--- config.mk ---
export PLATFORM = sky130hd
export DESIGN_NAME = led_scan_ctrl_flat
export DESIGN_NICKNAME = d
export VERILOG_FILES = /design/src/rtl/led_ctrl_pkg.sv /design/src/rtl/led_scan_ctrl_if.sv /design/src/rtl/led_scan_ctrl_tick_gen.sv /design/src/rtl/led_scan_ctrl.sv /design/src/flat_wrapper.sv
export SDC_FILE = /design/constraint.sdc
export NUM_CORES = 1
export LEC_CHECK = 0
export ABC_CLOCK_PERIOD_IN_PS = 4850
export BUFFER_PORTS_ARGS = -buffer_cell sky130_fd_sc_hd__buf_4
export CAP_MARGIN = 25
export CORE_MARGIN = 2
export CORE_UTILIZATION = 61
export DETAILED_ROUTE_END_ITERATION = 16
export GPL_ROUTABILITY_DRIVEN = 1
export HOLD_SLACK_MARGIN = 0.05
export PLACE_DENSITY = 0.86
export SYNTH_ARGS = -nofsm -noshare
export SYNTH_HDL_FRONTEND = slang
export SYNTH_SLANG_ARGS = --single-unit
--- constraint.sdc ---
create_clock -name clk -period 4.85 [get_ports clk]
set_input_delay 0.2425 -clock clk [delete_from_list [all_inputs] [get_ports clk]]
set_output_delay 0.2425 -clock clk [all_outputs]
set_load 0.01 [all_outputs]
--- src/rtl/led_ctrl_pkg.sv ---
// Shared encodings for the LED scan controller.
// Mode and FSM state types plus the default prescaler width.
package led_ctrl_pkg;

    localparam int CNT_W_DEF = 16;

    typedef enum logic [1:0] {
        MODE_UP       = 2'b00,
        MODE_DOWN     = 2'b01,
        MODE_PINGPONG = 2'b10,
        MODE_HOLD     = 2'b11
    } mode_e;

    typedef enum logic [1:0] {
        S_IDLE   = 2'b00,
        S_RUN_UP = 2'b01,
        S_RUN_DN = 2'b10
    } state_e;

endpackage

--- src/rtl/led_scan_ctrl_if.sv ---
// Control and display bundle of the LED scan controller.
// master drives control, slave (the controller) drives the scan outputs.
interface led_scan_ctrl_if
    import led_ctrl_pkg::*;
#(
    parameter int CNT_W = CNT_W_DEF
);

    logic             en;
    mode_e            mode;
    logic [CNT_W-1:0] div;
    logic [2:0]       sel;
    logic [7:0]       led;
    logic             step;
    logic             busy;

    modport master (
        output en, mode, div,
        input  sel, led, step, busy
    );

    modport slave (
        input  en, mode, div,
        output sel, led, step, busy
    );

endinterface

--- src/rtl/led_scan_ctrl_tick_gen.sv ---
// Prescaler: ticks when count >= div, then restarts from zero.
// The >= compare avoids wrapping when div drops below count.
module tick_gen
    import led_ctrl_pkg::*;
#(
    parameter int CNT_W = CNT_W_DEF
) (
    input  logic             clk,
    input  logic             rst_n,
    input  logic             clr,
    input  logic [CNT_W-1:0] div,
    output logic             tick
);

    logic [CNT_W-1:0] count;

    assign tick = !clr && (count >= div);

    always_ff @(posedge clk or negedge rst_n) begin
        if (!rst_n) begin
            count <= '0;
        end else if (clr || tick) begin
            count <= '0;
        end else begin
            count <= count + 1'b1;
        end
    end

endmodule

--- src/rtl/led_scan_ctrl.sv ---
// LED scan controller: FSM-driven position with one-cold LED drive.
// Position, LED pattern and step pulse update on the edge after a tick.
module led_scan_ctrl
    import led_ctrl_pkg::*;
#(
    parameter int CNT_W = CNT_W_DEF
) (
    input  logic            clk,
    input  logic            rst_n,
    led_scan_ctrl_if.slave  bus
);

    state_e     state;
    state_e     state_nxt;
    logic       tick;
    logic       clr;
    logic       upd;
    logic       pp_dn;
    logic [2:0] sel_nxt;

    assign clr = (state == S_IDLE) || !bus.en;

    tick_gen #(
        .CNT_W (CNT_W)
    ) u_tick (
        .clk   (clk),
        .rst_n (rst_n),
        .clr   (clr),
        .div   (bus.div),
        .tick  (tick)
    );

    always_ff @(posedge clk or negedge rst_n) begin
        if (!rst_n) begin
            state <= S_IDLE;
        end else begin
            state <= state_nxt;
        end
    end

    always_comb begin
        state_nxt = state;
        sel_nxt   = bus.sel;
        upd       = 1'b0;
        pp_dn     = 1'b0;
        if (state == S_IDLE) begin
            if (bus.en) begin
                state_nxt = (bus.mode == MODE_DOWN)
                          ? S_RUN_DN : S_RUN_UP;
            end
        end else if (!bus.en) begin
            state_nxt = S_IDLE;
        end else if (tick) begin
            unique case (1'b1)
                bus.mode == MODE_UP: begin
                    state_nxt = S_RUN_UP;
                    sel_nxt   = bus.sel + 3'd1;
                    upd       = 1'b1;
                end
                bus.mode == MODE_DOWN: begin
                    state_nxt = S_RUN_DN;
                    sel_nxt   = bus.sel - 3'd1;
                    upd       = 1'b1;
                end
                bus.mode == MODE_PINGPONG: begin
                    // bounce off an end position, else keep direction
                    pp_dn = (state == S_RUN_UP)
                          ? (bus.sel == 3'd7)
                          : (bus.sel != 3'd0);
                    sel_nxt = pp_dn ? bus.sel - 3'd1
                                    : bus.sel + 3'd1;
                    upd     = 1'b1;
                    if (sel_nxt == 3'd7) begin
                        state_nxt = S_RUN_DN;
                    end else if (sel_nxt == 3'd0) begin
                        state_nxt = S_RUN_UP;
                    end else begin
                        state_nxt = pp_dn ? S_RUN_DN : S_RUN_UP;
                    end
                end
                default: begin
                    state_nxt = state;
                end
            endcase
        end
    end

    always_comb begin
        bus.busy = (state != S_IDLE);
    end

    always_ff @(posedge clk or negedge rst_n) begin
        if (!rst_n) begin
            bus.sel  <= 3'd0;
            bus.led  <= 8'hFE;
            bus.step <= 1'b0;
        end else begin
            bus.step <= upd;
            if (upd) begin
                bus.sel <= sel_nxt;
                bus.led <= ~(8'd1 << sel_nxt);
            end
        end
    end

endmodule

--- src/flat_wrapper.sv ---
// flat-port wrapper written by rule: the top's interface ports become plain ports
module led_scan_ctrl_flat import led_ctrl_pkg::*;
#(
    parameter int CNT_W = CNT_W_DEF
)
  (clk, rst_n, bus_en, bus_mode, bus_div, bus_sel, bus_led, bus_step, bus_busy);
  led_scan_ctrl_if #(.CNT_W(CNT_W)) bus_i ();
  input  logic clk;
  input  logic rst_n;
  input wire logic [$bits(bus_i.en)-1:0] bus_en;
  input wire logic [$bits(bus_i.mode)-1:0] bus_mode;
  input wire logic [$bits(bus_i.div)-1:0] bus_div;
  output wire logic [$bits(bus_i.sel)-1:0] bus_sel;
  output wire logic [$bits(bus_i.led)-1:0] bus_led;
  output wire logic [$bits(bus_i.step)-1:0] bus_step;
  output wire logic [$bits(bus_i.busy)-1:0] bus_busy;
  assign bus_i.en = bus_en;
  assign bus_i.mode = bus_mode;
  assign bus_i.div = bus_div;
  assign bus_sel = bus_i.sel;
  assign bus_led = bus_i.led;
  assign bus_step = bus_i.step;
  assign bus_busy = bus_i.busy;
  led_scan_ctrl #(.CNT_W(CNT_W)) u_core (.clk(clk), .rst_n(rst_n), .bus(bus_i));
endmodule
==> impl_metrics.json, run 1 <==
{
  "status": "complete, no violations",
  "hold_path_class": "in2reg",
  "fin_nets": 299,
  "fillers": 255,
  "drtIter0Drc": 55,
  "start_util": 0.632,
  "ff_latch_area_um2": 759,
  "io_buffers": 33,
  "yosys_warnings": 0,
  "layout_setup_ws_ns": 1.72,
  "track_usage": 0.240,
  "dpl_cell_area_mm2": 0.00238,
  "cts-root-buf": "clkbuf_4",
  "critPathCaptureType": "flop",
  "synth_edf_count": 0,
  "die_height_um": 62.6,
  "post_synth_xor_area_fraction": 0.0628,
  "diodes": 0,
  "finalSetupTns_ns": 0,
  "cts_buffers": 5,
  "crit_arrival_ns": 3.36,
  "wirelength_um": 4120,
  "p_sw_frac": 0.281,
  "final_core_util": 0.740,
  "ios": 34,
  "cts_tree": "done",
  "cp-start-kind": "flop",
  "ant_nets": 0,
  "yosys.area_share.simple": 0.181,
  "synth_cell_type_count": 46,
  "grt_pass1_vias": 1712,
  "dp_hpwl_um": 3160,
  "die_area_mm2": 0.00392,
  "rsz0062_at_grt": "false",
  "timing.slew.headroom": 0.460,
  "clkPwrFrac": 0.322,
  "first_pass_iters": 4,
  "syn_nets": 260,
  "grt_pass1_wl_um": 7450,
  "p_int_w": 0.000360,
  "dpl_worst_slack_ns": 1.74,
  "core_area_mm2": 0.00331,
  "p_comb_frac": 0.157,
  "hold_viol": 0,
  "fin_crit_sh": 0.645,
  "routabilityCongestion": 0.907,
  "synth_top_flop_cell": "dfrtp_1",
  "cellLeakagePower_nw": 1.18,
  "maxCapViolations": 0,
  "ys_seq_area_frac": 0.363,
  "p_sw_w": 0.000140,
  "period_minus_slack_ns": 3.13,
  "fin_area_mm2": 0.00245,
  "grt_max_degree": 31,
  "synth.area.mux_share": 0.0729,
  "path_class": "reg2reg",
  "grt.overflow.total": 0,
  "clock_path_buffers": 2,
  "crit_required_ns": 5.09,
  "avgSynthCellArea_um2": 9.78,
  "area_growth_pct": 17.0,
  "clock_latency_ns": 0.35,
  "die_w_um": 62.6,
  "synth.cell_area_mm2": 0.00209,
  "synth-async-reset-ratio": 1.00,
  "synth_top_family_by_area": "simple AND/OR/NAND/NOR gates",
  "clk_pin_slew_worst_paths_ns": 0.10,
  "placementRows": 21,
  "multi_input_area_mm2": 0.00122,
  "p_seq_frac": 0.521,
  "vdd_drop_max_uv": 184,
  "avgViaCountPerCell": 5.59,
  "fin_skew_ns": 0.00781,
  "power.density_mw_per_mm2": 204,
  "cts_sinks": 30,
  "drv_slew": 0,
  "setup_viol": 0,
  "vias": 1676,
  "wl_per_cell_um": 13.7,
  "grt_antenna_before_repair": 0,
  "worstMarginPinSlew_ns": 0.810,
  "cp_max_fo": 12,
  "synth_fa_ha_area_frac": 0.149,
  "h-tree-depth": 2,
  "syn_inst": 214,
  "post-route-drc-count": 0,
  "fmax_ghz": 0.320,
  "synth_compound_area_frac": 0.118,
  "final_layout_size_suffix_gt1_frac": 0.248,
  "ys_seq_elements": 30
}
synthesized netlist by cell type (all sizes together) (2+ instances only):
master,number,area share
and3,3,0.0090
xor2,9,0.038
nor4b,2,0.0084
a21boi,2,0.0072
nand2,14,0.025
a31o,2,0.0084
and4,2,0.0084
nand3,3,0.0072
o221ai,2,0.0084
ha,25,0.15
nand2b,2,0.0060
dfstp,7,0.088
o211ai,5,0.018
a21oi,4,0.0096
and2,2,0.0060
inv,25,0.045
nor2,25,0.045
o21ai,5,0.012
xnor2,6,0.025
mux2,10,0.068
dfrtp,23,0.27
nor3,4,0.0096
nand4,10,0.030
per-layer routing:
layer,up-vias,wire [µm],global-route usage
met5,-,0,0
met3,12,135,0.0559
li1,830,-,-
met2,32,2100,0.431
met4,0,115,0.108
met1,802,1760,0.270
worst max-delay path, stage by stage, from the launching register on:
cell	delay [ns]
dfrtp_1	0.43
ha_1	0.31
nand4_1	0.14
or3_1	0.41
or4_4	0.58
a311oi_4	0.74
mux2_2	0.41
what timing repair did:
item / 4_1_cts / 5_1_grt
setup buffers: 0 / 0
hold buffers: 1 / 0
endpoints found under the setup margin: 0 / 0
resized for setup: 0 / 0
hold endpoints to repair: 23 / 0
cell type report:
type | instances | share of cell area
Multi-Input combinational cell | 157 | 0.498
Sequential cell | 30 | 0.310
Timing Repair Buffer | 34 | 0.105
Inverter | 25 | 0.0383
Tap cell | 46 | 0.0235
Clock buffer | 7 | 0.0225
Clock inverter | 1 | 0.00204
per-stage QoR:
step / cells / hold slack, ns / total power [W]
floorplan: 214 / -0.0531 / 0.000310
global placement: 291 / 0.195 / 0.000342
detailed placement: 291 / 0.193 / 0.000343
CTS: 300 / 0.158 / 0.000501
global route: 300 / 0.175 / 0.000524
finish: 300 / 0.156 / 0.000500
registers in the layout, summed over array words and instances (netlist names):
signal               cells
u_core.bus.step          1
u_core.u_tick.count     16
u_core.bus.sel           3
u_core.bus.led           8
u_core.state             2
power groups by stage:
stage          Combinational (W)  Clock (W)  Sequential, W
5_1_grt                0.0000894   0.000174       0.000261
4_1_cts                0.0000792   0.000162       0.000260
3_5_place_dp           0.0000779          0       0.000265
6_report               0.0000786   0.000161       0.000260
3_3_place_gp           0.0000770          0       0.000265
2_1_floorplan          0.0000468          0       0.000263
logic make-up (layout without fill, tap and decap cells):
kind of cell | count (synthesis) | in the layout
AO/OA/AOI/OAI | 32 | 32
XOR/XNOR | 15 | 15
adder cells (fa/ha/maj) | 25 | 25
buffers and inverters | 27 | 67
flip-flops | 30 | 30
multiplexers | 11 | 11
AND/OR/NAND/NOR | 74 | 74
final timing paths:
kind / start / end / slack (ns) / cells past startpoint
max in group asynchronous: rst_n / u_core.bus.led[3]$_DFFE_PN1P_ / 4.20 / 2
setup / recovery: u_core.u_tick.count[13]$_DFF_PN0_ / u_core.bus.sel[1]$_DFFE_PN0P_ / 1.72 / 6
hold reg to reg: u_core.u_tick.count[0]$_DFF_PN0_ / u_core.u_tick.count[0]$_DFF_PN0_ / 0.52 / 1
min in group asynchronous: rst_n / u_core.bus.step$_DFF_PN0_ / 0.34 / 2
hold / removal: bus_en / u_core.state[0]$_DFFE_PN0P_ / 0.16 / 2
setup reg to reg: u_core.u_tick.count[13]$_DFF_PN0_ / u_core.bus.sel[1]$_DFFE_PN0P_ / 1.72 / 6
cells in the final DEF, fill, tap and decap left out, drive strengths merged, types with 2 or more instances in the layout:
cell type / count
and2: 2
inv: 25
nand2b: 2
mux2: 10
xnor2: 6
ha: 25
a31o: 2
o221ai: 2
nor3: 4
dfrtp: 23
o211ai: 5
nor2: 25
o21ai: 5
and3: 3
a21oi: 4
clkbuf: 7
dfstp: 7
nor4b: 2
a21boi: 2
nand3: 3
nand2: 14
nand4: 10
xor2: 9
buf: 33
and4: 2
Note: power is estimated with default switching activity, not from simulation.
==> run 2: changes to the inputs <==
ABC_AREA = 1   (was unset)
ABC_CLOCK_PERIOD_IN_PS = 2600   (was 4850)
CORE_UTILIZATION = 51   (was 61)
PLACE_DENSITY = 0.77   (was 0.86)
clock period = 2.6 ns   (was 4.85 ns; I/O delays follow)
==> run 2 against run 1 <==
Against the previous run:
- non-clock buffer count is the same
- fmax increased by 40%
- clock skew fell by 0.0032 ns
- clock-buffer cell count is 2 lower
- setup slack lost 1.4 ns
- cell count up 27%
- critical path type unchanged
- critical endpoint is now u_core.u_tick.count[4]$_DFF_PN0_
==> impl_metrics.json, run 2 <==
{
  "synth_top_cell_by_area": "dfrtp_1",
  "path_class": "reg2reg",
  "maxCapViolations": 0,
  "ys_seq_elements": 30,
  "hold_viol": 0,
  "final_layout_size_suffix_gt1_frac": 0.218,
  "netlist_top_cells_area": "dfrtp_1 (26%), ha_1 (14%), nand2_1 (11%)",
  "final_common_cell": "nand2_1",
  "vias": 1866,
  "io_buffers": 33,
  "syn_nets": 336,
  "avgViaCountPerCell": 4.90,
  "yosys_warnings": 0,
  "grt_max_degree": 31,
  "clk_pin_slew_worst_paths_ns": 0.07,
  "vdd_drop_max_uv": 390,
  "clock_path_buffers": 2,
  "start_util": 0.537,
  "die_area_mm2": 0.00481,
  "placedCellCount": 372,
  "critPathCaptureType": "flop",
  "grt_pass1_vias": 1880,
  "placementRows": 23,
  "clock_latency_ns": 0.29,
  "timing.slew.headroom": 0.653,
  "synth_edf_count": 0,
  "cts_tree": "done",
  "fmax_ghz": 0.446,
  "layout_setup_ws_ns": 0.360,
  "crit_arrival_ns": 2.45,
  "power.density_mw_per_mm2": 552,
  "synth.most_common_cell": "nand2_1",
  "yosys.area.top_type_share": 0.264,
  "ios": 34,
  "p_sw_w": 0.000470,
  "worstMarginPinSlew_ns": 0.519,
  "hold_buffers": 1,
  "post_cts_buffers": 0,
  "cp-start-kind": "flop",
  "p_seq_frac": 0.388,
  "fillers": 339,
  "period_minus_slack_ns": 2.24,
  "largest_reg_flops": 16,
  "rsz0062_at_grt": "false",
  "clkPwrFrac": 0.327,
  "grt_pass1_wl_um": 7900,
  "die_height_um": 69.4,
  "ff_latch_area_um2": 759,
  "cellLeakagePower_nw": 1.44,
  "synth.cell_area_mm2": 0.00218,
  "fin_crit_sh": 0.861,
  "grt_antenna_before_repair": 0,
  "avgSynthCellArea_um2": 7.51,
  "status": "complete, no violations",
  "multi_input_area_mm2": 0.00118,
  "dp_hpwl_um": 3230,
  "synth_cell_type_count": 31,
  "final_cell_mix": "nand2_1 (61), inv_1 (55), buf_4 (33), ha_1 (25), dfrtp_1 (23)",
  "grt.overflow.total": 0,
  "h-tree-depth": 2,
  "hold_path_class": "in2reg",
  "cts_buffers": 5,
  "synth-async-reset-ratio": 1.00,
  "synth_top_flop_cell": "dfrtp_1",
  "core_area_mm2": 0.00406,
  "track_usage": 0.200,
  "drv_slew": 0,
  "die_w_um": 69.4,
  "dpl_worst_slack_ns": 0.461,
  "top_regs": "u_core.u_tick.count (16), u_core.bus.led (8), u_core.bus.sel (3)",
  "routabilityCongestion": 0.816,
  "p_comb_frac": 0.284,
  "wirelength_um": 4230,
  "setup_viol": 0,
  "finalSetupTns_ns": 0,
  "crit_required_ns": 2.81,
  "stdcell_count": 381,
  "cts_sinks": 30,
  "p_int_w": 0.000965,
  "wl_per_cell_um": 11.1,
  "post-route-drc-count": 0,
  "first_pass_iters": 4,
  "cp_max_fo": 13,
  "fin_nets": 376,
  "area_growth_pct": 19.5,
  "drtIter0Drc": 78,
  "diodes": 0,
  "cts-resized-gates": 0,
  "synth_commonest_cells": "nand2_1 (61), inv_1 (55), ha_1 (25), dfrtp_1 (23), nor2_1 (21)",
  "fin_skew_ns": 0.00457,
  "syn_inst": 290,
  "ant_nets": 0,
  "regMostFlops": "u_core.u_tick.count",
  "p_sw_frac": 0.328,
  "cts-root-buf": "clkbuf_8",
  "ys_seq_area_frac": 0.349,
  "final_core_util": 0.641
}
==> run 2: cell type report <==
type | count | area share
repair buffers | 34 | 0.0990
well taps | 50 | 0.0240
clock inverters | 3 | 0.0154
clock buffers | 5 | 0.0264
multi-input cells | 197 | 0.454
inverters | 62 | 0.0894
flip-flops and latches | 30 | 0.292
==> run 2: cells by family after synthesis <==
family                   synth area share
XOR/XNOR                           0.0161
buffers and inverters               0.109
AND/OR/NAND/NOR                     0.299
flip-flops                          0.349
adder cells (fa/ha/maj)             0.144
AO/OA/AOI/OAI                      0.0833
==> run 2: power by group through the flow <==
| stage | Sequential (W) | Combinational [W] | Clock (W) |
|---|---|---|---|
| 2_1_floorplan | 0.000566 | 0.000277 | 0 |
| 3_3_place_gp | 0.000565 | 0.000403 | 0 |
| 3_5_place_dp | 0.000567 | 0.000408 | 0 |
| 4_1_cts | 0.000558 | 0.000411 | 0.000476 |
| 5_1_grt | 0.000564 | 0.000483 | 0.000501 |
| 6_report | 0.000558 | 0.000408 | 0.000470 |
==> run 2: per-stage QoR <==
step | cell area, µm² | hold slack (ns) | total power, W
global placement | 2480 | 0.0820 | 0.000968
detailed placement | 2480 | 0.0841 | 0.000975
global route | 2600 | 0.291 | 0.00155
finish | 2600 | 0.219 | 0.00144
CTS | 2600 | 0.215 | 0.00145
floorplan | 2180 | -0.166 | 0.000843
==> run 2: path summary, 6_finish.rpt <==
check | start | end | slack [ns] | depth (start not counted)
max | u_core.u_tick.count[13]$_DFF_PN0_ | u_core.u_tick.count[4]$_DFF_PN0_ | 0.36 | 8
min | bus_en | u_core.state[1]$_DFFE_PN0P_ | 0.22 | 5
max reg2reg | u_core.u_tick.count[13]$_DFF_PN0_ | u_core.u_tick.count[4]$_DFF_PN0_ | 0.36 | 8
min reg2reg | u_core.u_tick.count[0]$_DFF_PN0_ | u_core.u_tick.count[0]$_DFF_PN0_ | 0.51 | 1
max in group asynchronous | rst_n | u_core.bus.led[5]$_DFFE_PN1P_ | 1.97 | 2
min in group asynchronous | rst_n | u_core.u_tick.count[12]$_DFF_PN0_ | 0.30 | 2
==> run 2: worst max-delay path, stage by stage, from the launching register on <==
cell	delay [ns]
dfrtp_1	0.43
ha_1	0.33
a21oi_1	0.19
o21ai_0	0.13
a21oi_2	0.17
nand3_1	0.40
inv_1	0.27
o21ai_0	0.11
a21oi_1	0.13
==> run 2: routing by layer <==
layer / track usage / vias up / wire, µm
li1: - / 986 / -
met1: 0.246 / 839 / 2030
met2: 0.347 / 33 / 1950
met3: 0.0392 / 8 / 158
met4: 0.0719 / 0 / 89
met5: 0 / - / 0
